<file path="src/rtl/selection_join_buffer_pkg.sv">
// Shared helpers for the selection join buffer.
// Contents:
//   clog2       - ceiling log2 constant function, usable in port widths.
//   ptr_width   - read/write pointer width for a FIFO of the given depth (at least 1 bit).
//   count_width - occupancy counter width; one extra bit so a full FIFO is representable.
package selection_join_buffer_pkg;

    function automatic int clog2(input int value);
        int result;
        int v;
        result = 0;
        v = value - 1;
        while (v > 0) begin
            result = result + 1;
            v = v >> 1;
        end
        return result;
    endfunction

    function automatic int ptr_width(input int depth);
        return (clog2(depth) < 1) ? 1 : clog2(depth);
    endfunction

    function automatic int count_width(input int depth);
        return clog2(depth) + 1;
    endfunction

endpackage

</file>
<file path="src/rtl/selection_join_buffer_fifo.sv">
// tagged_vector_fifo: in-order store of {tag, vector} entries waiting for their
// selection-test indicator.
// Ports:
//   clk, reset       clock, asynchronous active-high reset (pointers/count only)
//   push, wr_data    write wr_data at the tail (caller guarantees ~full)
//   pop              retire the head entry (caller guarantees ~empty)
//   head             current head entry, combinational read
//   count            entries currently stored
//   full, empty      occupancy flags
module tagged_vector_fifo
    import selection_join_buffer_pkg::*;
#(
    parameter int WIDTH = 48,
    parameter int DEPTH = 4
) (
    input  logic                  clk,
    input  logic                  reset,
    input  logic                  push,
    input  logic                  pop,
    input  logic [WIDTH-1:0]      wr_data,
    output logic [WIDTH-1:0]      head,
    output logic [clog2(DEPTH):0] count,
    output logic                  full,
    output logic                  empty
);

    localparam int PTR_W = ptr_width(DEPTH);
    localparam int CNT_W = count_width(DEPTH);
    localparam logic [CNT_W-1:0] DEPTH_CNT = CNT_W'(DEPTH);

    // Storage carries no reset: stale contents are unreachable once pointers clear.
    logic [WIDTH-1:0] mem [DEPTH];
    logic [PTR_W-1:0] wr_ptr_reg;
    logic [PTR_W-1:0] rd_ptr_reg;
    logic [CNT_W-1:0] count_reg;

    always_ff @(posedge clk) begin
        if (push) begin
            mem[wr_ptr_reg] <= wr_data;
        end
    end

    // DEPTH is a power of two, so pointer overflow is the modulo wrap.
    always_ff @(posedge clk or posedge reset) begin
        if (reset) begin
            wr_ptr_reg <= '0;
            rd_ptr_reg <= '0;
            count_reg  <= '0;
        end else begin
            if (push) begin
                wr_ptr_reg <= wr_ptr_reg + 1'b1;
            end
            if (pop) begin
                rd_ptr_reg <= rd_ptr_reg + 1'b1;
            end
            case ({push, pop})
                2'b10:   count_reg <= count_reg + 1'b1;
                2'b01:   count_reg <= count_reg - 1'b1;
                default: count_reg <= count_reg;
            endcase
        end
    end

    assign head  = mem[rd_ptr_reg];
    assign count = count_reg;
    assign full  = (count_reg == DEPTH_CNT);
    assign empty = (count_reg == '0);

endmodule

</file>
<file path="src/rtl/selection_join_buffer.sv">
// selection_join_buffer: holds tagged data vectors in order until the centered
// selection test delivers the matching 1-bit indicator, then presents
// {vector, indicator, tag} to the projection stage behind valid/ready.
// Ports:
//   clk, reset                          clock, asynchronous active-high reset
//   vec_valid_in/vec_tag_in/vec_data_in upstream vector; vec_ready_out = not full
//   ind_valid_in/ind_tag_in/ind_in      selection-test result; ind_ready_out = join possible
//   ready_in                            downstream ready
//   valid_out/tag_out/data_out/indicator_out  joined result, held while stalled
//   count                               entries buffered
//   busy                                entries buffered or result pending
//   tag_error                           sticky: an indicator tag differed from the head tag
module selection_join_buffer
    import selection_join_buffer_pkg::*;
#(
    parameter int TAG_WIDTH      = 32,
    parameter int BLOCKLENGTH    = 1,
    parameter int DATA_WIDTH     = 8,
    parameter int FRACTION_WIDTH = 6,
    parameter int DEPTH          = 4
) (
    input  logic                              clk,
    input  logic                              reset,
    input  logic                              vec_valid_in,
    input  logic [TAG_WIDTH-1:0]              vec_tag_in,
    input  logic [DATA_WIDTH*BLOCKLENGTH-1:0] vec_data_in,
    output logic                              vec_ready_out,
    input  logic                              ind_valid_in,
    input  logic [TAG_WIDTH-1:0]              ind_tag_in,
    input  logic                              ind_in,
    output logic                              ind_ready_out,
    input  logic                              ready_in,
    output logic                              valid_out,
    output logic [TAG_WIDTH-1:0]              tag_out,
    output logic [DATA_WIDTH*BLOCKLENGTH-1:0] data_out,
    output logic                              indicator_out,
    output logic [clog2(DEPTH):0]             count,
    output logic                              busy,
    output logic                              tag_error
);

    localparam int VEC_W   = DATA_WIDTH * BLOCKLENGTH;
    localparam int ENTRY_W = TAG_WIDTH + VEC_W;

    // Elaboration-time sanity checks on the configuration.
    generate
        if ((DEPTH < 2) || ((DEPTH & (DEPTH - 1)) != 0)) begin : g_bad_depth
            $error("selection_join_buffer: DEPTH must be a power of two >= 2");
        end
        if ((FRACTION_WIDTH < 0) || (FRACTION_WIDTH > DATA_WIDTH) || (BLOCKLENGTH < 1)) begin : g_bad_format
            $error("selection_join_buffer: invalid element format");
        end
    endgenerate

    logic                 fifo_push;
    logic                 fifo_pop;
    logic                 fifo_full;
    logic                 fifo_empty;
    logic [ENTRY_W-1:0]   head;
    logic [TAG_WIDTH-1:0] head_tag;
    logic [VEC_W-1:0]     head_data;

    logic                 valid_reg;
    logic [TAG_WIDTH-1:0] tag_reg;
    logic [VEC_W-1:0]     data_reg;
    logic                 indicator_reg;
    logic                 tag_error_reg;

    tagged_vector_fifo #(
        .WIDTH (ENTRY_W),
        .DEPTH (DEPTH)
    ) u_fifo (
        .clk     (clk),
        .reset   (reset),
        .push    (fifo_push),
        .pop     (fifo_pop),
        .wr_data ({vec_tag_in, vec_data_in}),
        .head    (head),
        .count   (count),
        .full    (fifo_full),
        .empty   (fifo_empty)
    );

    assign head_tag  = head[ENTRY_W-1 -: TAG_WIDTH];
    assign head_data = head[VEC_W-1:0];

    // Full blocks a push even when a pop frees a slot in the same cycle; this
    // keeps vec_ready_out independent of the indicator/downstream handshakes.
    assign vec_ready_out = ~fifo_full;
    assign fifo_push     = vec_valid_in & vec_ready_out;

    // A join needs a head entry and a free (or freeing) output register.
    assign ind_ready_out = ~fifo_empty & (~valid_reg | ready_in);
    assign fifo_pop      = ind_valid_in & ind_ready_out;

    always_ff @(posedge clk or posedge reset) begin
        if (reset) begin
            valid_reg     <= 1'b0;
            tag_reg       <= '0;
            data_reg      <= '0;
            indicator_reg <= 1'b0;
            tag_error_reg <= 1'b0;
        end else begin
            if (fifo_pop) begin
                valid_reg     <= 1'b1;
                tag_reg       <= head_tag;
                data_reg      <= head_data;
                indicator_reg <= ind_in;
            end else if (ready_in) begin
                valid_reg <= 1'b0;
            end
            // A mismatched tag still joins with the head entry; the flag only records it.
            if (fifo_pop && (ind_tag_in != head_tag)) begin
                tag_error_reg <= 1'b1;
            end
        end
    end

    assign valid_out     = valid_reg;
    assign tag_out       = tag_reg;
    assign data_out      = data_reg;
    assign indicator_out = indicator_reg;
    assign tag_error     = tag_error_reg;
    assign busy          = ~fifo_empty | valid_reg;

endmodule

</file>
<file path="config.mk">
export PLATFORM = sky130hd
export DESIGN_NAME = selection_join_buffer
export DESIGN_NICKNAME = d
export VERILOG_FILES = /design/src/rtl/selection_join_buffer_pkg.sv /design/src/rtl/selection_join_buffer_fifo.sv /design/src/rtl/selection_join_buffer.sv
export SDC_FILE = /design/constraint.sdc
export NUM_CORES = 1
export LEC_CHECK = 0
export CORE_ASPECT_RATIO = 1.4
export CORE_MARGIN = 4
export CORE_UTILIZATION = 55
export DETAILED_ROUTE_END_ITERATION = 10
export PLACE_DENSITY = 0.78
export SYNTH_ARGS = -nofsm -noshare
export SYNTH_HDL_FRONTEND = slang
export SYNTH_SLANG_ARGS = --single-unit
</file>
<file path="constraint.sdc">
create_clock -name clk -period 3.7 [get_ports clk]
set_input_delay 0.74 -clock clk [delete_from_list [all_inputs] [get_ports clk]]
set_output_delay 0.74 -clock clk [all_outputs]
set_load 0.02 [all_outputs]
</file>
==> metrics.yaml, run 1 <==
outcome:
  status: "completed"
critical_path:
  critPathMaxStageDelay_ps: 640
  start_kind: "input port"
  cp_max_fo: 2
  rr_startpoint: "u_fifo.rd_ptr_reg[0]$_DFFE_PP0P_"
  endpoint_kind: "output pin"
  path_class: "in -> out"
  crit_end: "ind_ready_out"
  critPathTopFamily: "buffers and inverters"
  crit_slowest_cell: "clkdlybuf4s50_1"
  cpMostUsedCell: "clkdlybuf4s50_1"
  required_ps: 2960
  cp_num_buf_inv: 3
  ff2ff_path_depth: 6
  cp_cell_sequence: "clkdlybuf4s50_1 > inv_1 > a21oi_1 > clkdlybuf4s50_1"
  crit_arrival_ps: 2100
  rrSetupSlack_ps: 1040
  critPathLaunch: "ready_in"
  path_depth: 4
  timing.rr.end: "tag_error$_DFFE_PP0P_"
cells_and_area:
  largest_reg_flops: 160
  nets: 615
  drive_gt1_share_pct: 23.39
  syn2layout_area_growth_pct: 25.39
  n_antenna_cell: 0
  seq_area_um2: 6061
  multi_input_area_um2: 1953
  top_register: "u_fifo.mem"
  fillers: 955
synth:
  syn-num-nets: 470
  synth_warnings: 0
  ys_async_sr_fraction_pct: 23.81
  syn_area_per_cell_um2: 21.03
  synthTopCellsByArea: "edfxtp_1 59%, dfrtp_1 15%, mux4_2 11%"
  yosys-top-cells-count: "160 x edfxtp_1, 50 x dfrtp_1, 41 x mux2_2"
  synth.most_common_cell: "edfxtp_1"
  ys_types: 26
  seq_area_frac_synth_pct: 74.60
  yosysTopAreaCell: "edfxtp_1"
  synth_cells: 386
  ys.flop_type: "edfxtp_1"
  syn_area_um2: 8118
  synth_edf_count: 160
  synth_seq_cells: 210
  synth_top_cell_area_share_pct: 59.19
floorplanning:
  floorplan.initialDensity_pct: 56.20
  dieArea_um2: 16790
  fp.coreArea_um2: 14440
  rows: 52
  num_io_pins: 127
  fp.dieW_um: 110.7
  fp.dieH_um: 151.8
power:
  pwr_density_cell_nw_per_um2: 802.9
  power_leakage_nw: 3.524
  seq_power_share_pct: 44.4
  power_frac_comb_pct: 34.1
  p_int_mw: 5.707
  swShare_pct: 30.16
  p_clk_share_pct: 21.5
  total_power_mw: 8.172
  peakVddDrop_mv: 0.5894
  p_switching_mw: 2.465
clock_network:
  post_cts_buffers: 0
  cts_tree: "done"
  clockRootBuffer: "clkbuf_16"
  clk_latency_ps: 470
  clock_sink_count: 210
  clkTransAtPathRegs_ps: 60
  cts_hold_buf: 0
  cts-resized-gates: 0
  clockBufferDepth: 3
  htree_levels: 1
  cts_buffers: 19
global_routing:
  grt_start_max_net_pins: 44
  antenna_found_initial: 0
  grt_overflow: 0
  grt_pass1_vias: 4361
  grt_pass1_wl_mm: 23.94
  grt_usage_pct: 18.66
routing:
  drc: 0
  drtAntennaViolNets: 0
  via_per_inst: 5.505
  wl_per_cell_um: 21.46
  via_count: 4030
  dr.pass1.iters: 4
  met1Wirelength_mm: 5.717
  route.met3.wl_um: 850
  drt_iter0_markers: 170
  wl_met2_mm: 8.807
  routed_wirelength_mm: 15.71
  top_layer_used: "met4"
flow_run:
  maxCapViolCount: 0
timing:
  setup_viol: 0
  worstMarginPinSlew_ps: 864.5
  rsz0062_at_grt: "no"
  fmax_mhz: 351.7
  finalCriticalPeriod_ps: 2844
  fin_crit_sh_pct: 76.86
  finalMaxSlewViolations: 0
  fin_worst_skew_ps: 8.228
  setup_tns_ps: 0
  final-hold-violation-count: 0
  slew_headroom_pct: 42.36
  worst_hold_slack_ps: 484.5
min_path:
  hp-class: "reg -> reg"
placed_design:
  gp_congestion: 0.7371
  place_hpwl_mm: 10.45
  io_buffer_count: 126
layout make-up:
class                   instances  share of cell area, %
clock buffers                  23                  5.015
inverters                       6                 0.2213
multi-input cells             156                  19.19
clock inverters                10                 0.4302
flip-flops and latches        210                  59.55
well taps                     189                  2.323
repair buffers                138                  13.28
power by group through the flow:
stage	sequential [mW]	combinational [mW]	clock, mW
2_1_floorplan	3.76	1.67	0
3_3_place_gp	3.66	2.76	0
3_5_place_dp	3.70	2.82	0
4_1_cts	3.65	2.83	1.81
5_1_grt	3.71	2.98	1.91
6_report	3.63	2.79	1.76
worst min-delay path by stage:
stage	startpoint	to	slack [ps]	cells past startpoint
global route	indicator_out$_DFFE_PP0P_	indicator_out$_DFFE_PP0P_	510	2
global placement	indicator_out$_DFFE_PP0P_	indicator_out$_DFFE_PP0P_	460	2
detailed placement	indicator_out$_DFFE_PP0P_	indicator_out$_DFFE_PP0P_	470	2
floorplan	u_fifo.wr_ptr_reg[1]$_DFFE_PP0P_	u_fifo.wr_ptr_reg[1]$_DFFE_PP0P_	580	2
finish	indicator_out$_DFFE_PP0P_	indicator_out$_DFFE_PP0P_	480	2
CTS	indicator_out$_DFFE_PP0P_	indicator_out$_DFFE_PP0P_	490	2
routing by layer:
metal / global-route usage, % / vias up
met2: 34.72 / 112
li1: - / 1808
met4: 5.669 / 0
met5: 0 / -
met1: 21.93 / 2087
met3: 3.854 / 23
cell usage in the layout, fill, tap and decap left out:
master	n
clkbuf_1	2
clkbuf_8	2
nor3_1	1
inv_1	5
and3_2	4
and2_1	1
edfxtp_1	160
a21oi_1	2
dfrtp_2	1
a21o_1	1
nand2_1	6
o21ai_0	1
mux2_2	41
clkinv_2	5
nor2_1	2
ha_1	5
xor2_1	1
xnor2_1	37
nor4_1	2
inv_2	1
dfrtp_4	1
nand2b_1	1
clkinv_1	5
buf_4	12
nand4_1	8
dfrtp_1	48
clkdlybuf4s50_1	126
clkbuf_16	19
mux4_2	40
fa_1	1
nand2_2	1
or2_1	1
cells by family (layout without fill, tap and decap cells):
group / after synthesis / count (layout) / share of synthesized area, %
AOI/OAI and AO/OA: 4 / 4 / 0.2774
xor gates and xnor gates: 38 / 38 / 4.100
adders and majority gates: 6 / 6 / 1.017
buffers and inverters: 20 / 177 / 1.433
DFF: 210 / 210 / 74.60
muxes: 81 / 81 / 16.78
and+or+nand+nor: 27 / 27 / 1.788
tightest hold or removal path, cell delays in order (launching register included):
cell and delay [ps]:
dfrtp_1 350, nand2_1 50, nand2_1 60
through the flow:
stage                     setup slack [ps]  instance area (µm²)  util, %  std cells
after floorplan                       1145                 8118        -        386
after global placement               872.8                 9624    66.63        699
after detailed placement             849.3                 9624    66.63        699
after CTS                            850.0                10180    70.47        732
after global routing                 777.0                10180    70.47        732
final                                856.3                10180    70.47        732
No activity file was read; power rests on OpenSTA's default activity.
==> inputs of run 2 (changes only) <==
Settings changed: CORE_UTILIZATION 55 to 48, PLACE_DENSITY 0.78 to 0.72.
Clock period 3.7 ns to 2.35 ns, I/O delays scaled along.
==> metrics.yaml, run 2 (synthesis gave the netlist of run 1 again) <==
timing:
  worst_hold_slack_ps: 315.3  # was 484.5 ps
  rsz0062_at_grt: "yes"  # was no
  finalMaxSlewViolations: 0  # unchanged
  fin_crit_sh_pct: 96.15
  fmax_mhz: 442.6
  final-hold-violation-count: 0  # unchanged
  setup_viol: 0  # unchanged
  worstMarginPinSlew_ps: 643.1  # was 864.5 ps
  fin_worst_skew_ps: 6.478  # was 8.228 ps
  finalCriticalPeriod_ps: 2260
  setup_tns_ps: 0  # unchanged
  slew_headroom_pct: 57.13  # was 42.36%
clock_network:
  clk_latency_ps: 480  # was 470 ps
  cts_tree: "done"  # unchanged
  clock_sink_count: 210  # unchanged
  clkTransAtPathRegs_ps: 60  # about the same
  cts_buffers: 20  # was 19
  clockRootBuffer: "clkbuf_16"  # unchanged
  cts_hold_buf: 0  # unchanged
  clockBufferDepth: 3  # unchanged
  htree_levels: 1  # unchanged
critical_path:
  endpoint_kind: "output pin"  # unchanged
  rrSetupSlack_ps: 100  # was 1040 ps
  critPathLaunch: "ready_in"  # unchanged
  cp_max_fo: 2  # unchanged
  crit_arrival_ps: 1790  # was 2100 ps
  timing.rr.end: "tag_error$_DFFE_PP0P_"  # unchanged
  start_kind: "input port"  # unchanged
  crit_end: "ind_ready_out"  # unchanged
  path_class: "in -> out"  # unchanged
  ff2ff_path_depth: 7  # was 6
  required_ps: 1880  # was 2960 ps
  rr_startpoint: "u_fifo.rd_ptr_reg[0]$_DFFE_PP0P_"  # unchanged
cells_and_area:
  nets: 624  # was 615
  stdcell_area_um2: 10490  # was 10180 µm²
  n_antenna_cell: 0  # unchanged
  drive_gt1_share_pct: 25.63  # was 23.39%
  final_common_cell: "edfxtp_1"  # unchanged
  top_register: "u_fifo.mem"  # unchanged
  largest_reg_flops: 160  # unchanged
  mostFrequentLayoutCells: "160 x edfxtp_1, 125 x clkdlybuf4s50_1, 46 x dfrtp_1"  # was 160 x edfxtp_1, 126 x clkdlybuf4s50_1, 48 x dfrtp_1
  fillers: 1189  # was 955
  syn2layout_area_growth_pct: 29.22  # was 25.39%
placed_design:
  gp_congestion: 0.7523  # was 0.7371
  place_hpwl_mm: 11.26  # was 10.45 mm
  placed_area_um2: 9806  # was 9624 µm²
  io_buffer_count: 126  # unchanged
global_routing:
  grt_usage_pct: 17.54  # was 18.66%
  use_met1_pct: 20.19  # was 21.93%
  use_met3_pct: 2.961  # was 3.854%
  top_usage_layer: "met2"  # unchanged
  grt_start_max_net_pins: 44  # unchanged
  antenna_found_initial: 0  # unchanged
  grtUsageMet2_pct: 33.63  # was 34.72%
  grt_overflow: 0  # unchanged
  grt_pass1_wl_mm: 25.74  # was 23.94 mm
  grt_pass1_vias: 4604  # was 4361
floorplanning:
  fp.dieW_um: 117.9  # was 110.7 µm
  floorplan.initialDensity_pct: 48.68  # was 56.20%
  fp.dieH_um: 161.9  # was 151.8 µm
  dieArea_um2: 19090  # was 16790 µm²
  rows: 56  # was 52
  fp.coreArea_um2: 16680  # was 14440 µm²
  num_io_pins: 127  # unchanged
min_path:
  hp-class: "in -> async"  # was reg -> reg
flow_run:
  maxCapViolCount: 0  # unchanged
routing:
  drt_iter0_markers: 159  # was 170
  dr.pass1.iters: 4  # unchanged
  routed_wirelength_mm: 16.38  # was 15.71 mm
  drc: 0  # unchanged
  wl_per_cell_um: 21.64  # was 21.46 µm
  via_per_inst: 5.357  # was 5.505
  drtAntennaViolNets: 0  # unchanged
  via_count: 4055  # was 4030
outcome:
  status: "completed"  # unchanged
power:
  power_leakage_nw: 3.650  # was 3.524 nW
  peakVddDrop_mv: 0.7426  # was 0.5894 mV
  pwr_density_cell_nw_per_um2: 1293  # was 802.9 nW/µm²
run 2: what timing repair did:
| action | 4_1_cts | 5_1_grt |
|---|---|---|
| pin swaps | 0 | 0 |
| endpoints found under the setup margin | 3 | 4 |
| gates resized for setup | 2 | 3 |
| setup buffers | 0 | 0 |
run 2: power breakdown:
part	total, mW	internal (mW)	switching [mW]
clock	3.19	1.95	1.24
sequential	5.49	5.07	0.426
combinational	4.88	2.57	2.31
run 2: worst min-delay path by stage:
stage               slack [ps]                          to                       from
CTS                        320     data_out[0]$_DFFE_PP0P_                      reset
global placement           460   indicator_out$_DFFE_PP0P_  indicator_out$_DFFE_PP0P_
finish                     320     tag_out[14]$_DFFE_PP0P_                      reset
detailed placement         470   indicator_out$_DFFE_PP0P_  indicator_out$_DFFE_PP0P_
global route               350     tag_out[14]$_DFFE_PP0P_                      reset
floorplan                  570  u_fifo.mem[0][0]$_DFFE_PP_             vec_data_in[0]
run 2: cell type report:
| cell class | instances | area (µm²) | share of cell area (%) |
|---|---|---|---|
| tap | 203 | 254.0 | 2.421 |
| clock buffer | 29 | 585.6 | 5.582 |
| multi-input combinational | 156 | 1969 | 18.77 |
| sequential | 210 | 6063 | 57.80 |
| clock inverter | 7 | 81.33 | 0.7753 |
| timing repair buffer | 146 | 1514 | 14.43 |
| inverter | 6 | 22.52 | 0.2147 |
run 2: metal layers:
layer	up-vias	wire length (µm)	share of wire, %
met5	-	0	0
met4	0	337	2.1
met3	23	663	4.0
met2	96	9323	57
met1	2104	6057	37
li1	1832	-	-
run 2: stage by stage:
step	utilization (%)	power (mW)	std cells	worst slack, ps
3_3_place_gp	58.80	10.40	721	-66.92
4_1_cts	62.88	13.78	757	10.47
2_1_floorplan	-	8.556	386	70.47
5_1_grt	62.91	14.27	757	-27.16
6_report	62.91	13.57	757	90.39
3_5_place_dp	58.80	10.56	721	-67.17
run 2: critical path: stages:
cell and delay [ps]:
clkdlybuf4s50_1 460, inv_1 60, a21oi_2 170, clkdlybuf4s50_1 630
==> inputs of run 3 (changes only) <==
Settings changed: HOLD_SLACK_MARGIN set to 0.06.
==> results of run 3 <==
No change in the layout: final DEF, timing and power equal those of run 2.
